--- config.mk ---
export PLATFORM = sky130hd
export DESIGN_NAME = vocoder_ctrl
export DESIGN_NICKNAME = d
export VERILOG_FILES = /design/src/rtl/vocoder_pkg.sv /design/src/rtl/vocoder_ctrl_fifo.sv /design/src/rtl/vocoder_ctrl.sv
export SDC_FILE = /design/constraint.sdc
export NUM_CORES = 1
export LEC_CHECK = 0
export CAP_MARGIN = 5
export CORE_ASPECT_RATIO = 0.6
export CORE_UTILIZATION = 30
export DETAILED_ROUTE_END_ITERATION = 10
export PLACE_DENSITY = 0.56
export SLEW_MARGIN = 20
export SYNTH_ARGS = -nofsm -noshare
export SYNTH_HDL_FRONTEND = slang
export SYNTH_SLANG_ARGS = --single-unit
--- constraint.sdc ---
create_clock -name clk -period 3.31 [get_ports clk]
set_clock_uncertainty 0.2 [all_clocks]
set_input_delay 0.662 -clock clk [delete_from_list [all_inputs] [get_ports clk]]
set_output_delay 0.662 -clock clk [all_outputs]
set_load 0.02 [all_outputs]
--- src/rtl/vocoder_pkg.sv ---
// vocoder_pkg: shared state encoding and a constant-width helper for the
// vocoder decimating delay-line controller.
package vocoder_pkg;

  typedef enum logic [1:0] {
    ST_IDLE  = 2'd0,
    ST_FILL  = 2'd1,
    ST_RUN   = 2'd2,
    ST_FLUSH = 2'd3
  } state_t;

  // ceil(log2(value)); returns 0 for value <= 1
  function automatic int clog2(input int value);
    int r;
    int v;
    r = 0;
    v = value - 1;
    while (v > 0) begin
      r = r + 1;
      v = v >> 1;
    end
    return r;
  endfunction

endpackage

--- src/rtl/vocoder_ctrl_fifo.sv ---
// sample_fifo: synchronous first-word-fall-through FIFO.
// Ports:
//   clk, rst       clock and synchronous active-high reset
//   push, wdata    write strobe and data (ignored when full)
//   pop            read strobe (ignored when empty)
//   full, empty    occupancy flags
//   rdata          head word; forced to 0 when empty
module sample_fifo
  import vocoder_pkg::*;
#(
  parameter int WIDTH = 3,
  parameter int DEPTH = 4
) (
  input  logic             clk,
  input  logic             rst,
  input  logic             push,
  input  logic             pop,
  input  logic [WIDTH-1:0] wdata,
  output logic             full,
  output logic             empty,
  output logic [WIDTH-1:0] rdata
);

  localparam int AW = clog2(DEPTH);

  logic [WIDTH-1:0] mem_q [DEPTH];
  logic [AW-1:0]    wr_q;
  logic [AW-1:0]    rd_q;
  logic [AW:0]      cnt_q;
  logic             do_push;
  logic             do_pop;

  assign full    = (cnt_q == (AW+1)'(DEPTH));
  assign empty   = (cnt_q == '0);
  assign do_push = push & ~full;
  assign do_pop  = pop & ~empty;
  assign rdata   = empty ? '0 : mem_q[rd_q];

  // pointers wrap naturally because DEPTH is a power of two
  always_ff @(posedge clk) begin
    if (rst) begin
      wr_q  <= '0;
      rd_q  <= '0;
      cnt_q <= '0;
    end else begin
      if (do_push) wr_q <= wr_q + 1'b1;
      if (do_pop)  rd_q <= rd_q + 1'b1;
      case ({do_push, do_pop})
        2'b10:   cnt_q <= cnt_q + 1'b1;
        2'b01:   cnt_q <= cnt_q - 1'b1;
        default: cnt_q <= cnt_q;
      endcase
    end
  end

  always_ff @(posedge clk) begin
    if (do_push) mem_q[wr_q] <= wdata;
  end

endmodule

--- src/rtl/vocoder_ctrl.sv ---
// vocoder_ctrl: sequencer for the decimating delay line. Samples shift through
// a SIZE-deep line; in RUN every ratio-th tail word is queued for downstream.
// Ports:
//   clk, rst              clock, synchronous active-high reset
//   cfg_ratio, cfg_load   decimation ratio (0 means 1) and its load strobe
//   in_valid/in_ready/in_data     sample input handshake
//   out_valid/out_ready/out_data  output FIFO handshake (FWFT)
//   busy                  controller not idle
//
// state    | meaning
// ST_IDLE  | waiting for the first cfg_load
// ST_FILL  | priming the delay line with SIZE samples
// ST_RUN   | streaming; tail pushed when phase is 0
// ST_FLUSH | input stalled until the output FIFO drains
module vocoder_ctrl
  import vocoder_pkg::*;
#(
  parameter int WIDTH     = 3,
  parameter int SIZE      = 3,
  parameter int RATIO_W   = 4,
  parameter int OUT_DEPTH = 4
) (
  input  logic               clk,
  input  logic               rst,
  input  logic [RATIO_W-1:0] cfg_ratio,
  input  logic               cfg_load,
  input  logic               in_valid,
  output logic               in_ready,
  input  logic [WIDTH-1:0]   in_data,
  output logic               out_valid,
  input  logic               out_ready,
  output logic [WIDTH-1:0]   out_data,
  output logic               busy
);

  localparam int FW = clog2(SIZE);
  localparam logic [RATIO_W-1:0] RATIO_ONE = RATIO_W'(1);

  state_t             state_q;
  logic [RATIO_W-1:0] ratio_q;
  logic [RATIO_W-1:0] phase_q;
  logic [FW-1:0]      fill_q;
  logic [WIDTH-1:0]   line_q [SIZE];

  logic               fifo_full;
  logic               fifo_empty;
  logic               accept;
  logic               push;
  logic               pop;
  logic [RATIO_W-1:0] ratio_new;

  assign in_ready  = (state_q == ST_FILL) | ((state_q == ST_RUN) & ~fifo_full);
  assign busy      = (state_q != ST_IDLE);
  assign out_valid = ~fifo_empty;
  assign accept    = in_valid & in_ready;
  assign pop       = out_valid & out_ready;
  assign push      = (state_q == ST_RUN) & accept & (phase_q == '0);
  assign ratio_new = (cfg_ratio == '0) ? RATIO_ONE : cfg_ratio;

  always_ff @(posedge clk) begin
    if (rst) begin
      state_q <= ST_IDLE;
      ratio_q <= RATIO_ONE;
      phase_q <= '0;
      fill_q  <= '0;
      for (int i = 0; i < SIZE; i++) line_q[i] <= '0;
    end else begin
      if (cfg_load) ratio_q <= ratio_new;
      case (state_q)
        ST_IDLE: begin
          if (cfg_load) state_q <= ST_FILL;
        end
        ST_FILL: begin
          // a reload restarts priming and drops the sample taken this cycle
          if (cfg_load) begin
            fill_q <= '0;
            for (int i = 0; i < SIZE; i++) line_q[i] <= '0;
          end else if (accept) begin
            for (int i = SIZE-1; i > 0; i--) line_q[i] <= line_q[i-1];
            line_q[0] <= in_data;
            if (fill_q == FW'(SIZE-1)) begin
              fill_q  <= '0;
              state_q <= ST_RUN;
            end else begin
              fill_q <= fill_q + 1'b1;
            end
          end
        end
        ST_RUN: begin
          if (accept) begin
            for (int i = SIZE-1; i > 0; i--) line_q[i] <= line_q[i-1];
            line_q[0] <= in_data;
            phase_q   <= (phase_q == ratio_q - RATIO_ONE) ? '0 : phase_q + 1'b1;
          end
          if (cfg_load) state_q <= ST_FLUSH;
        end
        ST_FLUSH: begin
          if (fifo_empty) begin
            state_q <= ST_FILL;
            fill_q  <= '0;
            phase_q <= '0;
            for (int i = 0; i < SIZE; i++) line_q[i] <= '0;
          end
        end
        default: state_q <= ST_IDLE;
      endcase
    end
  end

  sample_fifo #(
    .WIDTH (WIDTH),
    .DEPTH (OUT_DEPTH)
  ) u_fifo (
    .clk   (clk),
    .rst   (rst),
    .push  (push),
    .pop   (pop),
    .wdata (line_q[SIZE-1]),
    .full  (fifo_full),
    .empty (fifo_empty),
    .rdata (out_data)
  );

endmodule
* After elaboration in Yosys (flattened, before gate mapping)
Memory sizes are Yosys's and may differ from the RTL's. A register that Yosys moved wholly into a read port is not among the register bits. Cells that the tools add are included.
Storage, ports and cells: logic and storage cells 118, output and inout port bits 6, bits of input ports 12, memories 2, register bits after elaboration 19, bits in writable memories 21
Cells by class: equality and inequality tests 16, reduce and logical (&&, ||, !) cells 11, bitwise operators 22, mux-type cells 53, add/subtract/negate cells 7
Memories:
- u_fifo.mem_q | words 4, width 3, read ports 1, clocked after memory_dff 1, wr ports 1, line vocoder_ctrl_fifo.sv:26 | logic [WIDTH-1:0] mem_q [DEPTH];
- line_q | words 3, width 3, read ports 3, clocked after memory_dff 0, wr ports 3, line vocoder_ctrl.sv:43 | logic [WIDTH-1:0] line_q [SIZE];
Operators with widths (count):
- 3-bit two-way mux | 13
- 2-bit two-way mux | 12
- 1-bit two-way mux | 20
- 4-bit two-way mux | 4
- 1-bit OR | 13
- 2-bit != test (second input constant) | 5
- 2-bit equality test (second input constant) | 4
- 4-bit logical NOT | 2
- 2-bit one-hot mux with 4 select lines | 1
- 4-bit one-hot mux with 2 select lines | 1
- 2-bit nonzero test | 4
- 1-bit bitwise AND | 7
- 2-bit by 1-bit adder with 2-bit output (second input constant) | 3
- 3-bit one-hot mux with 2 select lines | 1
- 3-bit AND reduction | 2
- 6-bit AND reduction | 1
- 4-bit by 1-bit adder with 4-bit output (second input constant) | 1
- 2-bit by 1-bit equality test with 1-bit output (second input constant) | 2
- 4-bit equality test | 1
- 2-bit by 1-bit != test with 1-bit output (second input constant) | 2
- 2-bit one-hot mux with 2 select lines | 1
- 4-bit by 1-bit subtractor with 4-bit output (second input constant) | 1
- 3-bit by 1-bit adder with 3-bit output (second input constant) | 1
- 3-bit equality test (second input constant) | 1
- 5 further kinds | 6

* Longest topological paths before layout
Gate-level depths: netlist of run 1.
depth in word-level cells 13, gate-level depth with buffers 11, mapped depth without buffers 11

* Cells and area by module
From an unflattened synthesis of run 1, not the netlist that was laid out.
Second synthesis, totals: cells, all modules 184, area total of the unflattened synthesis 2052.0 sq um
Modules (own cells, without submodules):
- vocoder_ctrl | cells each 112, seq. area each 510.5 sq um, area an instance 1116.1 sq um, instances 1
- sample_fifo | cells each 72, seq. area each 540.5 sq um, area an instance 935.9 sq um, instances 1

* Least setup slack after synthesis of run 1
OpenSTA, ideal clock, no wires.
path type reg-to-reg, start point reg u_fifo.cnt_q[2], end point reg u_fifo.cnt_q[2], setup time 0.071 ns, data required time 3.039 ns, arrival 2.205 ns, stages on the path, launching flop included 11, clock period less this slack 2.475 ns, path slack 0.835 ns, path through dfxtp_1 or3b_4 nand2_1 nor4_4 inv_1 ha_1 inv_1 fa_1 xor2_1 or3_1 a21oi_1
On the way: word-level cells in the longest chain between the ends 10, elaborated cells between the ends (all ways) 18, classes of those cells add/sub (2); eq/ne (3); mux (1); bitwise (10); reduce/logical (2)
RTL lines:
- start: declaration | line vocoder_ctrl_fifo.sv:29 | logic [AW:0] cnt_q;
- start signal: assignment | line vocoder_ctrl_fifo.sv:49 | 2'b10: cnt_q <= cnt_q + 1'b1;
- start signal: assignment | line vocoder_ctrl_fifo.sv:50 | 2'b01: cnt_q <= cnt_q - 1'b1;
- start signal: assignment | line vocoder_ctrl_fifo.sv:51 | default: cnt_q <= cnt_q;
- 3-bit equality test | line vocoder_ctrl_fifo.sv:33 | assign full = (cnt_q == (AW+1)'(DEPTH));
- 1-bit inverter | line vocoder_ctrl_fifo.sv:35, vocoder_ctrl.sv:52
- 1-bit bitwise AND | line vocoder_ctrl.sv:52 | assign in_ready = (state_q == ST_FILL) | ((state_q == ST_RUN) & ~fifo_full);
- 1-bit OR | line vocoder_ctrl.sv:52
- 1-bit bitwise AND | line vocoder_ctrl.sv:55 | assign accept = in_valid & in_ready;
- 1-bit bitwise AND (2 in series) | line vocoder_ctrl.sv:57 | assign push = (state_q == ST_RUN) & accept & (phase_q == '0);
- 1-bit bitwise AND | line vocoder_ctrl_fifo.sv:35 | assign do_push = push & ~full;
- 2-bit by 1-bit equality test with 1-bit output / 2-bit equality test (equally long branches) | line vocoder_ctrl_fifo.sv:48 | case ({do_push, do_pop})
- 3-bit one-hot mux with 2 select lines / 2-bit nonzero test (equally long branches)
Several ways; a longest one is shown, not always the timed one. A chain may end at the register's enable or synchronous reset.

==> out/metrics.yaml, run 1 <==
synth_cells: 179
run_status: "finished clean"
pin_count: 18
port-buffer-count: 17
rows: 22
area_delta_synth_final_pct: 20.25
dp_hpwl_mm: 2.540
cts_setup_buffers: 0
viasPerCell: 4.409
timing.fmax_mhz: 363.4
cts.sinks: 42
yosysUniqueCellTypes: 39
cts_resized: 0
grt_pass1_wl_mm: 5.934
root_buffer: "clkbuf_16"
p_per_area_nw_per_um2: 584.3
synth_edf_count: 21
clk_latency_ns: 0.28
antenna_found_initial: 0
synth_area_leader_cell: "edfxtp_1"
cp_data_required_time_ns: 2.45
yosysSeqAreaShare: 0.5153
worstSetupEndpointType: "output port"
yosysWarnings: 0
tightest_slew_ns: 0.5758
synthTopCellsByCount: "dfxtp_1, edfxtp_1, nor2_1"
tns_ns: 0
drive_gt1_frac: 0.09406
drt-total-wl_mm: 3.471
coreArea_um2: 6331
die_y_um: 65.87
relSlewSlack: 0.6153
startpoint_type: "register"
dieArea_um2: 7143
place.gp.congestion: 0.8079
numCtsBuffers: 5
p_leak_uw: 0.0009049
grt_setup_unrepaired: "false"
postCtsHoldBufs: 0
drc_errors: 0
diodes: 0
maxCapViolCount: 0
min-delay-start: "line_q[0][2]"
path_class: "reg -> out"
initial_core_util: 0.3221
utilization: 0.3874
ir_drop_mv: 0.2085
drtAntennaViolNets: 0
fin_nets: 226
period_share: 0.8313
drtIter0Drc: 89
hold_path.class: "reg -> reg"
fp.dieW_um: 108.4
cts_tree: "yes"
setup_viol: 0
async_flop_share: 0
synth-main-ff-cell: "edfxtp_1"
cp.arrival_ns: 1.89
cts_buffer_depth: 2
grt_overflow: 0
syn_nets: 204
grt_pass1_vias: 1121
hold_viol: 0
ys_top_cells_by_area: "edfxtp_1, dfxtp_1, ha_1, and2_1, nor2_1"
synth-seq-cells: 42
wl_per_cell_um: 12.14
htree_levels: 2
grt_usage: 0.1148
vias: 1261
grt_max_degree: 21
layout_min_cycle_time_ns: 2.752
avgSynthCellArea_um2: 11.39
drv_slew: 0
n_fill_cell: 624
synthesis.area_um2: 2039
dr.pass1.iters: 4
path_clk_slew_ns: 0.06
synth_top_area_frac: 0.3092
timing.rr.start: "u_fifo.cnt_q[2]"
critPathMaxFanout: 3
through the flow:
stage          worst slack, ns  instances  hold slack, ns  instance area [µm²]  total power, µW
6_report                0.5583        286          0.3146                 2452             1433
5_1_grt                 0.4793        286          0.3330                 2452             1520
3_3_place_gp            0.3367        278          0.3009                 2315            981.8
4_1_cts                 0.5377        286          0.3187                 2452             1458
3_5_place_dp            0.3112        278          0.3042                 2315            985.9
2_1_floorplan           0.8347        179          0.2587                 2039            871.8
layer usage:
| layer | vias to the layer above | wire length [µm] | global-route usage |
|---|---|---|---|
| li1 | 665 | - | - |
| met1 | 564 | 2123 | 0.1830 |
| met2 | 26 | 1161 | 0.1266 |
| met3 | 6 | 142 | 0.03842 |
| met4 | 0 | 44 | 0.05574 |
| met5 | - | 0 | 0 |
power by group:
part / switching [µW] / internal [µW] / total [µW] / leakage (µW)
logic: 171 / 151 / 321 / 0.000460
registers: 39.7 / 609 / 649 / 0.000376
clock network: 187 / 276 / 463 / 0.0000683
total: 398 / 1040 / 1430 / 0.000905
critical path, stage by stage, from the launching register on:
cell             delay [ns]
dfxtp_1                0.41
mux4_2                 0.51
and2_1                 0.16
clkdlybuf4s50_1        0.53
final cells by class:
class                           instances  area, µm²  share of cell area
Tap cell                               84      105.1             0.04286
Clock inverter                          2      8.758            0.003571
Multi-Input combinational cell        118      917.1              0.3740
Inverter                               15      56.30             0.02296
Timing Repair Buffer                   19      185.2             0.07551
Sequential cell                        42       1051              0.4286
Clock buffer                            6      128.9             0.05255
kinds of logic (layout without fill, tap and decap cells):
family,count (synthesis),in the layout,share of synthesized area
xor gates and xnor gates,11,11,0.04724
and+or+nand+nor,68,68,0.1902
AOI/OAI and AO/OA,17,17,0.06626
DFF,42,42,0.5153
buffers and inverters,19,42,0.03497
adders and majority gates,13,13,0.08343
muxes,9,9,0.06258
registers in the layout (all words and copies together), names as in the netlist, named ones only:
signal	flops
u_fifo.cnt_q	3
u_fifo.rd_q	2
u_fifo.wr_q	2
u_fifo.mem_q	12
line_q	9
phase_q	4
state_q	2
fill_q	2
ratio_q	4
cell usage in the layout, fill, tap and decap left out, types with 2 or more instances in the layout:
master           synthesis  final
nor2_1                  21     21
dfxtp_1                 21     21
edfxtp_1                21     21
and2_1                  17     17
clkdlybuf4s50_1          0     17
inv_1                   14     14
ha_1                    12     12
xor2_1                   7      7
nand2_1                  6      6
mux2i_1                  6      6
clkbuf_16                0      5
o21ai_0                  4      4
nand3_1                  4      4
nor3_1                   4      4
xnor2_1                  4      4
mux4_2                   3      3
a21oi_1                  3      3
a22oi_1                  3      3
nand2b_1                 2      2
nor3b_1                  2      2
or3_1                    2      2
buf_4                    0      2
final timing paths:
kind	end	slack, ns	cells after the start
setup / recovery	out_data[0]	0.56	3
hold / removal	line_q[0][5]	0.31	1
setup reg to reg	u_fifo.cnt_q[2]	0.70	10
hold reg to reg	line_q[0][5]	0.31	1
Note: power is estimated with default switching activity, not from simulation.
==> inputs of run 2 (changes only) <==
==> constraint.sdc (replaced) <==
create_clock -name clk -period 2.8 [get_ports clk]
set_clock_uncertainty 0.2 [all_clocks]
set_input_delay 0.56 -clock clk [delete_from_list [all_inputs] [get_ports clk]]
set_output_delay 0.56 -clock clk [all_outputs]
set_load 0.02 [all_outputs]
==> out/metrics.yaml, run 2 (synthesized netlist as in run 1, its figures left out) <==
maxCapViolCount: 0  # unchanged
tightest_slew_ns: 0.5883  # +0.01252 ns
relSlewSlack: 0.6069  # -0.008364
min-delay-start: "u_fifo.cnt_q[2]"
clk_latency_ns: 0.28  # about the same
timing.fmax_mhz: 376.8
hold_viol: 0  # unchanged
layout_min_cycle_time_ns: 2.654
r2r.worst_path.cells: 10  # unchanged
whs_ns: 0.3129  # -0.001735 ns
grt_usage: 0.1182  # +0.003359
coreArea_um2: 6331  # unchanged
grt_pass1_vias: 1197  # +6.8%
root_buffer: "clkbuf_16"
fin_nets: 229  # +1.3%
run_status: "finished clean"
whs_path_depth: 2  # +1
cts_setup_buffers: 0  # unchanged
grt_max_degree: 21  # unchanged
cp_data_required_time_ns: 2.04  # -0.41 ns
postCtsHoldBufs: 0  # unchanged
fp.dieW_um: 108.4  # unchanged
setup_viol: 0  # unchanged
drive_gt1_frac: 0.1122  # +0.01814
ir_drop_mv: 0.2239  # +7.4%
r2r-end: "u_fifo.cnt_q[2]"
die_y_um: 65.87  # unchanged
place.gp.congestion: 0.8012  # -0.83%
drc_errors: 0  # unchanged
cp_slowest_stage_delay_ns: 0.52  # about the same
cts.sinks: 42  # unchanged
top_register: "u_fifo.mem_q"
path_clk_slew_ns: 0.06  # about the same
grt_pass1_wl_mm: 6.210  # +4.7%
grt_overflow: 0  # unchanged
drtIter0Drc: 59  # -34%
htree_levels: 2  # unchanged
diodes: 0  # unchanged
cts_tree: "yes"
port-buffer-count: 17  # unchanged
initial_core_util: 0.3221  # unchanged
critPathMaxFanout: 3  # unchanged
tns_ns: 0  # unchanged
p_per_area_nw_per_um2: 690.5  # +18%
largest_reg_flops: 12  # unchanged
vias: 1281  # +1.6%
period_share: 0.9479
antenna_found_initial: 0  # unchanged
grt_setup_unrepaired: "false"
numCtsBuffers: 5  # unchanged
cts_buffer_depth: 2  # unchanged
worstSetupEndpointType: "output port"
utilization: 0.3915  # +0.004150
startpoint_type: "register"
r2r_slack_ns: 0.24  # -0.46 ns
area_delta_synth_final_pct: 21.53
p_leak_uw: 0.0009189  # +1.5%
rows: 22  # unchanged
path_cells: "mux4_2, and2_1, clkdlybuf4s50_1"
timing.rr.start: "u_fifo.cnt_q[2]"
path_class: "reg -> out"
pin_count: 18  # unchanged
n_fill_cell: 637  # +2.1%
power_uw: 1711  # +19%
wl_per_cell_um: 12.52  # +3.1%
hold_path.class: "reg -> reg"
drt-total-wl_mm: 3.617  # +4.2%
drv_slew: 0  # unchanged
crit_path_top_delay_cell: "clkdlybuf4s50_1"
cts_resized: 0  # unchanged
dp_hpwl_mm: 2.657  # +4.6%
holdPathEnd: "u_fifo.cnt_q[2]"
top_regs: "u_fifo.mem_q (12), line_q (9)"
dieArea_um2: 7143  # unchanged
viasPerCell: 4.433  # +0.53%
drtAntennaViolNets: 0  # unchanged
mostFrequentLayoutCells: "nor2_1, dfxtp_1, edfxtp_1"
cp.arrival_ns: 1.89  # about the same
dr.pass1.iters: 4  # unchanged
-- run 2: cell count changes in the layout (fill, tap and decap cells not counted) --
| cell | change |
|---|---|
| clkbuf_1 | -1 |
| clkinvlp_4 | +1 |
| buf_4 | +3 |
-- run 2: metal layers --
layer,global-route usage,up-vias,share of wire
li1,-,664,-
met4,0.05068,0,0.017
met2,0.1574,19,0.39
met3,0.03547,7,0.036
met1,0.1726,591,0.55
met5,0,-,0
-- run 2: worst max-delay path by stage --
stage | from | end | slack [ns]
2_1_floorplan | u_fifo.cnt_q[2] | u_fifo.cnt_q[2] | 0.32
3_3_place_gp | out_ready | u_fifo.cnt_q[2] | 0.07
6_report | register | out_data[1] | 0.15
3_5_place_dp | out_ready | u_fifo.cnt_q[2] | 0.05
5_1_grt | register | out_data[2] | 0.01
4_1_cts | register | out_data[1] | 0.12
-- run 2: critical path, delay by kind of cell (launching register included) --
family	cells	cell delay (ns)
buf+inv	1	0.52
mux	1	0.51
flops	1	0.41
simple gates	1	0.16
-- run 2: layout make-up --
type                            instances  area [µm²]  area share
Sequential cell                        42        1051      0.4240
Multi-Input combinational cell        118       917.1      0.3700
Timing Repair Buffer                   22       207.7     0.08380
Clock buffer                            5       125.1     0.05048
Tap cell                               84       105.1     0.04240
Inverter                               15       56.30     0.02272
Clock inverter                          3       16.27    0.006562
-- run 2: where the power goes --
group / internal, µW / switching, µW / total, µW
combinational: 183 / 205 / 388
sequential: 720 / 46.5 / 767
clock: 325 / 232 / 557
total: 1230 / 484 / 1710
-- run 2: stage by stage --
stage               cells  setup WS (ns)  cell area (µm²)
floorplan             179         0.3247             2039
global placement      281        0.07463             2337
detailed placement    281        0.05329             2337
CTS                   289         0.1214             2479
global route          289        0.01348             2479
finish                289         0.1459             2479
==> inputs of run 3 (changes only) <==
--- a/config.mk
+++ b/config.mk
@@ -7,10 +7,11 @@
 export LEC_CHECK = 0
 export CAP_MARGIN = 5
 export CORE_ASPECT_RATIO = 0.6
+export CORE_MARGIN = 2
 export CORE_UTILIZATION = 30
 export DETAILED_ROUTE_END_ITERATION = 10
 export PLACE_DENSITY = 0.56
-export SLEW_MARGIN = 20
+export SLEW_MARGIN = 10
 export SYNTH_ARGS = -nofsm -noshare
 export SYNTH_HDL_FRONTEND = slang
 export SYNTH_SLANG_ARGS = --single-unit
==> out/metrics.yaml, run 3 (synthesized netlist as in run 1, its figures left out) <==
run_status: "finished clean"
timing.fmax_mhz: 376.8  # about the same
htree_levels: 2  # unchanged
coreArea_um2: 6619  # +4.5%
grt_pass1_wl_mm: 5.920  # -4.7%
cts_resized: 0  # unchanged
clk_latency_ns: 0.28  # about the same
rows: 23  # +4.5%
hold_viol: 0  # unchanged
fin_nets: 228  # -0.44%
worstSetupEndpointType: "output port"
ir_drop_mv: 0.3546  # +58%
mostFrequentLayoutCells: "nor2_1, dfxtp_1, edfxtp_1"
postCtsHoldBufs: 0  # unchanged
top_regs: "u_fifo.mem_q (12), line_q (9)"
dp_hpwl_mm: 2.542  # -4.3%
hold_path.class: "reg -> reg"
drc_errors: 0  # unchanged
path_clk_slew_ns: 0.06  # about the same
dr.pass1.iters: 4  # unchanged
pin_count: 18  # unchanged
cp.arrival_ns: 1.89  # about the same
utilization: 0.3783  # -0.01324
r2r_slack_ns: 0.24  # about the same
diodes: 0  # unchanged
place.gp.congestion: 0.7037  # -12%
startpoint_type: "register"
numCtsBuffers: 5  # unchanged
viasPerCell: 4.323  # -2.5%
drive_gt1_frac: 0.1127  # +0.0005500
grt_max_degree: 21  # unchanged
root_buffer: "clkbuf_16"
cp_data_required_time_ns: 2.04  # about the same
path_class: "reg -> out"
antenna_found_initial: 0  # unchanged
cts_buffer_depth: 2  # unchanged
setup_viol: 0  # unchanged
relSlewSlack: 0.6417  # +0.03473
largest_reg_flops: 12  # unchanged
drtIter0Drc: 63  # +6.8%
port-buffer-count: 17  # unchanged
grt_overflow: 0  # unchanged
initial_core_util: 0.3081  # -0.01401
vias: 1258  # -1.8%
grt_pass1_vias: 1186  # -0.92%
layout_min_cycle_time_ns: 2.654  # -0.0004990 ns
whs_ns: 0.3051  # -0.007794 ns
grt_setup_unrepaired: "false"
n_fill_cell: 657  # +3.1%
maxCapViolCount: 0  # unchanged
drv_slew: 0  # unchanged
wl_per_cell_um: 11.77  # -6.0%
cts.sinks: 42  # unchanged
die_y_um: 67.87  # +3.0%
cts_setup_buffers: 0  # unchanged
dieArea_um2: 7495  # +4.9%
top_register: "u_fifo.mem_q"
cts_tree: "yes"
p_per_area_nw_per_um2: 720.0  # +4.3%
fp.dieW_um: 110.4  # +1.8%
tns_ns: 0  # unchanged
drt-total-wl_mm: 3.424  # -5.3%
period_share: 0.9477  # about the same
drtAntennaViolNets: 0  # unchanged
area_delta_synth_final_pct: 22.76
grt_usage: 0.1027  # -0.01546
tightest_slew_ns: 0.5364  # -0.05198 ns
critPathMaxFanout: 3  # unchanged
p_leak_uw: 0.0009229  # +0.44%
run 3: worst paths after layout:
path / startpoint / endpoint / depth (start not counted)
max: register / out_data[1] / 3
min: line_q[0][6] / u_fifo.mem_q[2][0] / 0
max reg2reg: u_fifo.cnt_q[2] / u_fifo.cnt_q[2] / 10
min reg2reg: line_q[0][6] / u_fifo.mem_q[2][0] / 0
run 3: final cells by class:
class                      instances  area (µm²)  share of cell area
sequential                        42        1051              0.4198
tap                               87       108.9             0.04348
inverter                          15       56.30             0.02249
timing repair buffer              21       200.2             0.07996
clock buffer                       5       125.1             0.04998
clock inverter                     3       45.04             0.01799
multi-input combinational        118       917.1              0.3663
run 3: critical path, cell delays in order, from the launching register on:
cell and delay [ns]:
dfxtp_1 0.42, mux4_2 0.51, and2_1 0.16, clkdlybuf4s50_1 0.52
run 3: where the power goes:
| part | switching [µW] | internal [µW] |
|---|---|---|
| sequential | 45.0 | 720 |
| combinational | 204 | 182 |
| clock | 232 | 420 |
| total | 481 | 1320 |
run 3: per-layer routing:
layer	share of wire	vias up	routed length, µm	track usage
met5	0	-	0	0
met4	0.013	0	44	0.04219
met3	0.040	4	136	0.03277
met2	0.37	19	1251	0.1396
met1	0.58	573	1992	0.1497
li1	-	662	-	-
run 3: through the flow:
stage	instances	total power (µW)	cell area, µm²	worst slack [ns]
after floorplan	179	1031	2039	0.3247
after global placement	283	1167	2333	0.08309
after detailed placement	283	1169	2333	0.05681
after CTS	291	1833	2504	0.1194
after global routing	291	1906	2504	0.05520
final	291	1803	2504	0.1464
